$ cat src/rtl/eth_tx_frame_arb.sv
// -----------------------------------------------------------------------------
// eth_tx_frame_arb
//
// Frame-atomic round-robin arbiter in front of the 1G MAC transmit AXI stream
// (8-bit, tx_clk domain). One upstream source (UDP engine, ARP responder,
// debug/ping, ...) is granted for a whole frame, first beat through tlast.
// The granted port's stream is routed combinationally to the MAC; there is no
// pipeline stage, so a request seen in IDLE reaches m_axis one cycle later.
//
// Optional watchdog, compiled in with the macro ETH_TX_ARB_WATCHDOG_EN:
// a source that stalls mid-frame for WATCHDOG_CYCLES consecutive cycles (with
// the MAC ready) has its frame terminated by a single bad beat (data 0, tlast,
// tuser); the rest of that source's frame is then drained and discarded.
// Without the macro the FSM is IDLE/XFER only and abort_count reads 0.
//
// Parameters
//   PORTS           number of requesters, 2..8
//   WATCHDOG_CYCLES stall cycles before abort, 2..65535 (watchdog build only)
//
// Ports
//   tx_clk, tx_rst          clock, asynchronous active-high reset
//   s_axis_t*               per-port source streams; port i data = [8i+7:8i]
//   m_axis_t*               stream to the MAC tx_axis input
//   grant                   index of the granted port, holds when idle
//   busy                    registered, high whenever the FSM is not IDLE
//   abort_count             saturating count of watchdog aborts
//
// Handshake: a beat transfers on a rising edge where tvalid and tready are
// both high. A source must hold tvalid and its payload stable until the beat
// transfers; tready may depend combinationally on tvalid, never the reverse.
// -----------------------------------------------------------------------------
module eth_tx_frame_arb #(
   parameter int unsigned PORTS           = 2,
   parameter int unsigned WATCHDOG_CYCLES = 1024
) (
   input  logic                 tx_clk,
   input  logic                 tx_rst,
   input  logic [PORTS*8-1:0]   s_axis_tdata,
   input  logic [PORTS-1:0]     s_axis_tvalid,
   output logic [PORTS-1:0]     s_axis_tready,
   input  logic [PORTS-1:0]     s_axis_tlast,
   input  logic [PORTS-1:0]     s_axis_tuser,
   output logic [7:0]           m_axis_tdata,
   output logic                 m_axis_tvalid,
   input  logic                 m_axis_tready,
   output logic                 m_axis_tlast,
   output logic                 m_axis_tuser,
   output logic [2:0]           grant,
   output logic                 busy,
   output logic [15:0]          abort_count
);

`ifdef ETH_TX_ARB_WATCHDOG_EN
   typedef enum logic [1:0] {
      ST_IDLE  = 2'd0,
      ST_XFER  = 2'd1,
      ST_ABORT = 2'd2,
      ST_DRAIN = 2'd3
   } state_t;
`else
   typedef enum logic [0:0] {
      ST_IDLE = 1'b0,
      ST_XFER = 1'b1
   } state_t;
`endif

   // ---------------------------------------------------------------------------
   // Registers. state_q is the FSM state and is the signal to probe when
   // following the arbiter from outside.
   // ---------------------------------------------------------------------------
   state_t     state_q, state_d;
   logic [2:0] grant_q, grant_d;
   logic [2:0] last_q,  last_d;
   logic       busy_q,  busy_d;

`ifdef ETH_TX_ARB_WATCHDOG_EN
   logic [15:0] stall_q,     stall_d;
   logic [15:0] abort_cnt_q, abort_cnt_d;
`else
   // WATCHDOG_CYCLES has no function in this build; fold it into a sink.
   logic unused_cfg;
   assign unused_cfg = ^32'(WATCHDOG_CYCLES);
`endif

   // ---------------------------------------------------------------------------
   // Granted-port selection: a one-hot decode of grant_q drives an AND-OR mux
   // so no variable-width index into the per-port vectors is needed.
   // ---------------------------------------------------------------------------
   logic [PORTS-1:0] port_onehot;
   logic [7:0]       sel_data;
   logic             sel_valid;
   logic             sel_last;
   logic             sel_user;

   always_comb begin
      port_onehot = '0;
      sel_data    = '0;
      sel_valid   = 1'b0;
      sel_last    = 1'b0;
      sel_user    = 1'b0;
      for (int i = 0; i < PORTS; i++) begin
         if (grant_q == 3'(i)) begin
            port_onehot[i] = 1'b1;
            sel_data       = s_axis_tdata[8*i +: 8];
            sel_valid      = s_axis_tvalid[i];
            sel_last       = s_axis_tlast[i];
            sel_user       = s_axis_tuser[i];
         end
      end
   end

   // ---------------------------------------------------------------------------
   // Round-robin winner. The search order last+1, last+2, ... with wrap is
   // split into two ascending passes: ports above last first, then the rest
   // (which ends with last itself, so the just-finished port ranks lowest).
   // ---------------------------------------------------------------------------
   logic [2:0] rr_win;
   logic       rr_hit;

   always_comb begin
      rr_win = '0;
      rr_hit = 1'b0;
      for (int i = 0; i < PORTS; i++) begin
         if (!rr_hit && s_axis_tvalid[i] && (3'(i) > last_q)) begin
            rr_win = 3'(i);
            rr_hit = 1'b1;
         end
      end
      for (int i = 0; i < PORTS; i++) begin
         if (!rr_hit && s_axis_tvalid[i]) begin
            rr_win = 3'(i);
            rr_hit = 1'b1;
         end
      end
   end

   // ---------------------------------------------------------------------------
   // Next-state and output logic
   // ---------------------------------------------------------------------------
   always_comb begin
      state_d       = state_q;
      grant_d       = grant_q;
      last_d        = last_q;
      m_axis_tdata  = '0;
      m_axis_tvalid = 1'b0;
      m_axis_tlast  = 1'b0;
      m_axis_tuser  = 1'b0;
      s_axis_tready = '0;
`ifdef ETH_TX_ARB_WATCHDOG_EN
      stall_d       = stall_q;
      abort_cnt_d   = abort_cnt_q;
`endif

      case (state_q)
         ST_IDLE: begin
            if (|s_axis_tvalid) begin
               grant_d = rr_win;
               state_d = ST_XFER;
            end
         end

         ST_XFER: begin
            m_axis_tdata  = sel_data;
            m_axis_tvalid = sel_valid;
            m_axis_tlast  = sel_last;
            m_axis_tuser  = sel_user;
            s_axis_tready = port_onehot & {PORTS{m_axis_tready}};
            if (sel_valid && m_axis_tready) begin
`ifdef ETH_TX_ARB_WATCHDOG_EN
               stall_d = '0;
`endif
               if (sel_last) begin
                  last_d  = grant_q;
                  state_d = ST_IDLE;
               end
            end
`ifdef ETH_TX_ARB_WATCHDOG_EN
            // Only source-side idling counts: MAC backpressure holds the count.
            // The cycle that would bring the count to WATCHDOG_CYCLES moves
            // straight to ABORT, so the terminator follows the last stalled
            // cycle directly.
            else if (m_axis_tready) begin
               if (stall_q == 16'(WATCHDOG_CYCLES - 1)) begin
                  stall_d = '0;
                  state_d = ST_ABORT;
               end else begin
                  stall_d = stall_q + 16'd1;
               end
            end
`endif
         end

`ifdef ETH_TX_ARB_WATCHDOG_EN
         ST_ABORT: begin
            // Terminator beat closes the frame on the MAC side as bad.
            m_axis_tvalid = 1'b1;
            m_axis_tlast  = 1'b1;
            m_axis_tuser  = 1'b1;
            if (m_axis_tready) begin
               if (abort_cnt_q != 16'hFFFF) begin
                  abort_cnt_d = abort_cnt_q + 16'd1;
               end
               last_d  = grant_q;
               state_d = ST_DRAIN;
            end
         end

         ST_DRAIN: begin
            // Swallow the rest of the stalled frame so the source resyncs on
            // a frame boundary.
            s_axis_tready = port_onehot;
            if (sel_valid && sel_last) begin
               state_d = ST_IDLE;
            end
         end
`endif

         default: begin
            state_d = ST_IDLE;
         end
      endcase

      busy_d = (state_d != ST_IDLE);
   end

   always_ff @(posedge tx_clk or posedge tx_rst) begin
      if (tx_rst) begin
         state_q     <= ST_IDLE;
         grant_q     <= '0;
         last_q      <= 3'(PORTS - 1);
         busy_q      <= 1'b0;
`ifdef ETH_TX_ARB_WATCHDOG_EN
         stall_q     <= '0;
         abort_cnt_q <= '0;
`endif
      end else begin
         state_q     <= state_d;
         grant_q     <= grant_d;
         last_q      <= last_d;
         busy_q      <= busy_d;
`ifdef ETH_TX_ARB_WATCHDOG_EN
         stall_q     <= stall_d;
         abort_cnt_q <= abort_cnt_d;
`endif
      end
   end

   assign grant = grant_q;
   assign busy  = busy_q;
`ifdef ETH_TX_ARB_WATCHDOG_EN
   assign abort_count = abort_cnt_q;
`else
   assign abort_count = '0;
`endif

endmodule

$ cat config.mk
export PLATFORM = sky130hd
export DESIGN_NAME = eth_tx_frame_arb
export DESIGN_NICKNAME = d
export VERILOG_FILES = /design/src/rtl/eth_tx_frame_arb.sv
export SDC_FILE = /design/constraint.sdc
export NUM_CORES = 1
export LEC_CHECK = 0
export CAP_MARGIN = 20
export CORE_UTILIZATION = 26
export CTS_CLUSTER_SIZE = 30
export DETAILED_ROUTE_END_ITERATION = 16
export PLACE_DENSITY = 0.88
export SETUP_SLACK_MARGIN = 0.1
export SYNTH_ARGS = -nofsm -noshare
export SYNTH_HDL_FRONTEND = slang
export SYNTH_SLANG_ARGS = --single-unit
$ cat constraint.sdc
create_clock -name tx_clk -period 1.42 [get_ports tx_clk]
set_clock_uncertainty 0.1 [all_clocks]
set_input_delay 0.355 -clock tx_clk [delete_from_list [all_inputs] [get_ports tx_clk]]
set_output_delay 0.355 -clock tx_clk [all_outputs]
set_load 0.005 [all_outputs]
Word level (Yosys, flattened, before mapping)
Index checks and enable logic that the tools add are counted.
{"block": "word_totals", "reg_bits": 7, "inputBits": 25, "output_inout_bits": 33, "word_cells": 46}
{"block": "op_classes", "bitwise": 2, "eq_ne": 1, "mux": 25, "order_cmp": 2, "n_reduce_logical": 13}
{"cell": "two-way mux 8 bit", "count": 3}
{"cell": "two-way mux 1 bit", "count": 18}
{"cell": "> comparator 1 x 3 -> 1 bit (first input constant)", "count": 2}
{"cell": "logical AND 1 bit", "count": 6}
{"cell": "two-way mux 3 bit", "count": 2}
{"cell": "== test 3 x 1 -> 1 bit (second input constant)", "count": 1}
{"cell": "logical NOT 1 bit", "count": 3}
{"cell": "logical NOT 3 bit", "count": 1}
{"cell": "AND reduction 3 bit", "count": 1}
{"cell": "bitwise AND 2 bit", "count": 1}
{"cell": "two-way mux 2 bit", "count": 1}
{"cell": "case mux 1 bit (2 select lines)", "count": 1}
{"cell": "AND reduction 2 bit", "count": 1}
{"cell": "OR reduction 2 bit", "count": 1}
{"cell": "NOT 1 bit", "count": 1}

Longest topological paths before layout
Gate-level depths: netlist (run 1).
{"block": "depth", "word_depth": 13, "mapped_depth": 4, "depth_no_buf": 3}

Worst setup path after synthesis (run 1)
No wires, ideal clock.
{"block": "synth_path", "path_kind": "flip-flop to output port", "from": "reg grant_q[0] (netlist: grant[0])", "to": "out m_axis_tdata[0]", "path_buffers": 2, "arrival_time_ns": 0.868, "path_slack_ns": 0.097, "path_stages_with_launch": 5, "required_ns": 0.965, "cell_sequence": "dfrtp_1 > buf_6 > buf_12 > mux2i_1 > nor2_1"}
{"block": "synth_via", "elab_chain_cells": 4, "word_cells_on_any_way": 5, "classes_between": "eq/ne: 1; mux: 3; reduce/logical: 1"}
{"element": "start, declared", "line": "72", "source": "logic [2:0] grant_q, grant_d;"}
{"element": "start signal, assigned", "line": "238", "source": "grant_q <= grant_d;"}
{"element": "logical NOT 3 bit", "line": "102", "source": "if (grant_q == 3'(i)) begin"}
{"element": "two-way mux 8 bit", "line": "102"}
{"element": "two-way mux 8 bit *", "line": "102"}
{"element": "two-way mux 8 bit *", "line": "154", "source": "case (state_q)"}
{"element": "end, declared", "line": "43", "source": "output logic [7:0] m_axis_tdata,"}
Every way passes the cells marked *; elsewhere a longest branch is shown, timed or not.

Worst setup path in the final report (run 1)
Ends and elaborated chain as after synthesis.

==> impl_metrics.ini, run 1 <==
[outcome]
status = finished with violations
violations = negative setup slack

[routing]
final_antenna_net_count = 0
firstDrtPassIters = 4
vias_per_cell = 4.08
vias = 559
wl_mm = 1.32
drt_iter0_markers = 6
avgRoutedWirePerCell_um = 9.65
drc_errors = 0

[pwr]
p_sw_frac = 0.370
finalPower_mw = 1.15
p_clk_frac = 0.131
p_leak_nw = 0.459
powerDensity_mw_per_mm2 = 1300
combPwrFrac = 0.704
vdd_drop_max_mv = 0.820
intPower_uw = 726
p_sw_uw = 426
p_seq_frac = 0.166

[global_route]
grt_overflow = 0
grt_antenna_before_repair = 0
grt_usage = 0.132
grt_max_degree = 10
grt_pass1_wl_mm = 1.91
grt_pass1_vias = 499

[final_layout]
nets = 138
seq_area_um2 = 77.6
syn_to_final_growth_pct = 80.1
n_fill_cell = 169
multi_input_area_um2 = 309
final_util = 0.506
antenna_cells = 0
final_area_um2 = 883
drive_gt1_frac = 0.304
final_cells = 137

[timing]
final-hold-violation-count = 0
max_freq_ghz = 0.612
whs_ns = 0.191
fin_ws_ns = -0.214
min_period_ns = 1.63
post-route-period-util = 1.15
setup_violations = 14
rsz0062_at_grt = true
drv_slew = 0

[placement]
routabilityCongestion = 0.780
dpl_cell_area_um2 = 877
dpl.hpwl_mm = 1.04
portBuffers = 39
placed_cells = 130

[synthesis]
synth_mux_area_frac = 0.224
synthSimpleGateAreaFrac = 0.184
yosys.area.top_type_share = 0.276
seq_area_frac_synth = 0.156
yosys_warnings = 0
synth_largest_area_cell = buf_4
avgSynthCellArea_um2 = 7.91
synth.distinct_cells = 16
synth.area.top_cells = buf_4, mux2i_1, dfrtp_1
synth_seq_cells = 3
synth_top_family_by_area = buffers and inverters
syn_inst = 62
netlist_area_um2 = 490
synth-xor-area-share = 0
synthAdderAreaFrac = 0
synth_compound_area_frac = 0.0638

[setup_path]
crit_end = m_axis_tdata[0]
crit_type = reg -> out
reg2reg_slack_ns = 0.09
critPathCaptureType = output pin
worstSetupStartpoint = grant[0]
crit_fanout = 5
r2r_start = grant[0]
reg2regPathDepth = 5
crit_chain = buf_6, mux2i_1, nor2_1, buf_2
slowest_stage = dfrtp_2
arrival_ns = 1.18
cp.required_ns = 0.96
crit_path_max_incr_delay_ns = 0.43
r2r_end = busy
start_kind = flop

[cts]
cts.sinks = 3
numCtsBuffers = 3
cts_root_buf = clkbuf_4
cts_tree = done
path_clk_slew_ns = 0.04
h-tree-depth = 1
clkLatencyLatePin_ns = 0.23
hold_buffers = 0
clockBufferDepth = 2

[floorplanning]
ios = 58
core_mm2 = 0.00175
rows = 15
die_h_um = 45.4
floorplan.die_area_mm2 = 0.00206
die_x_um = 45.4
start_util = 0.281

[min_path]
min_path_type = in -> async

[flow_run]
cap_violations = 0
power by group through the flow:
stage	sequential [mW]	combinational, mW	clock, mW
global route	0.197	0.882	0.163
floorplan	0.162	0.488	0
CTS	0.189	0.791	0.156
global placement	0.175	0.860	0
finish	0.191	0.810	0.151
detailed placement	0.177	0.871	0
area by class of cell:
class | count | area share
sequential | 3 | 0.0878
tap | 25 | 0.0354
inverter | 2 | 0.00850
clock buffer | 4 | 0.0297
timing repair buffer | 50 | 0.489
multi-input combinational | 53 | 0.350
cells in the final DEF, fill, tap and decap left out:
cell type and n:
a32o_1 1, and3_4 1, buf_12 1, buf_2 12, buf_4 7, buf_6 5
clkbuf_1 1, clkbuf_4 3, clkdlybuf4s50_1 19, conb_1 18, dfrtp_1 1, dfrtp_2 1
dfstp_2 1, dlygate4sd2_1 6, inv_1 2, mux2i_1 10, mux2i_2 1, nand2_1 5
nand3_1 1, nor2_1 12, nor2_2 1, nor3_1 2, o31ai_4 1
critical path: cells and delay by family, from the launching register on:
kind	cells	cell delay, ns
mux	1	0.18
flops	1	0.43
simple gates	1	0.06
buf+inv	2	0.27
synthesized netlist by cell type (all sizes together):
library cell,n
dfrtp,2
buf,21
o31ai,1
nor2,13
and3,1
nand3,1
nor3,2
inv,2
a32o,1
nand2,5
dfstp,1
mux2i,11
conb,1
logic make-up (layout without fill, tap and decap cells):
family,count (synthesis),after routing
other cells,1,18
simple gates,22,22
buf+inv,23,56
compound gates,2,2
mux,11,11
flops,3,3
sequential cells by signal, indices dropped and copies added, names as in the netlist:
register / flops
busy: 1
grant: 1
last_q: 1
what timing repair did:
| action | CTS | global route |
|---|---|---|
| pin swaps | 6 | 5 |
| setup buffers | 1 | 2 |
| gates resized for setup | 70 | 1 |
| setup endpoints to repair | 15 | 15 |
worst min-delay path by stage:
| stage | slack [ns] | cells past startpoint | startpoint | end |
|---|---|---|---|---|
| 2_1_floorplan | 0.008 | 1 | tx_rst | busy |
| 3_3_place_gp | 0.36 | 2 | last_q[0] | last_q[0] |
| 3_5_place_dp | 0.38 | 2 | last_q[0] | last_q[0] |
| 4_1_cts | 0.20 | 2 | tx_rst | grant[0] |
| 5_1_grt | 0.21 | 2 | tx_rst | grant[0] |
| 6_report | 0.19 | 2 | tx_rst | grant[0] |
through the flow:
step | setup TNS (ns) | worst slack [ns]
2_1_floorplan | 0 | 0.0966
3_3_place_gp | -7.03 | -0.642
3_5_place_dp | -7.21 | -0.661
4_1_cts | -2.58 | -0.229
5_1_grt | -3.21 | -0.299
6_report | -2.39 | -0.214
routing by layer:
metal	wire length (µm)	track usage	up-vias	part of all wire
li1	-	-	265	-
met1	461	0.123	244	0.35
met2	717	0.260	44	0.54
met3	113	0.0159	6	0.085
met4	29	0.0909	0	0.022
met5	0	0	-	0
Note: power is estimated with default switching activity, not from simulation.
==> run 2: changes to the inputs <==
CAP_MARGIN = 30   (was 20)
==> results of run 2 <==
No change in the layout: final DEF, timing and power equal those of run 1.
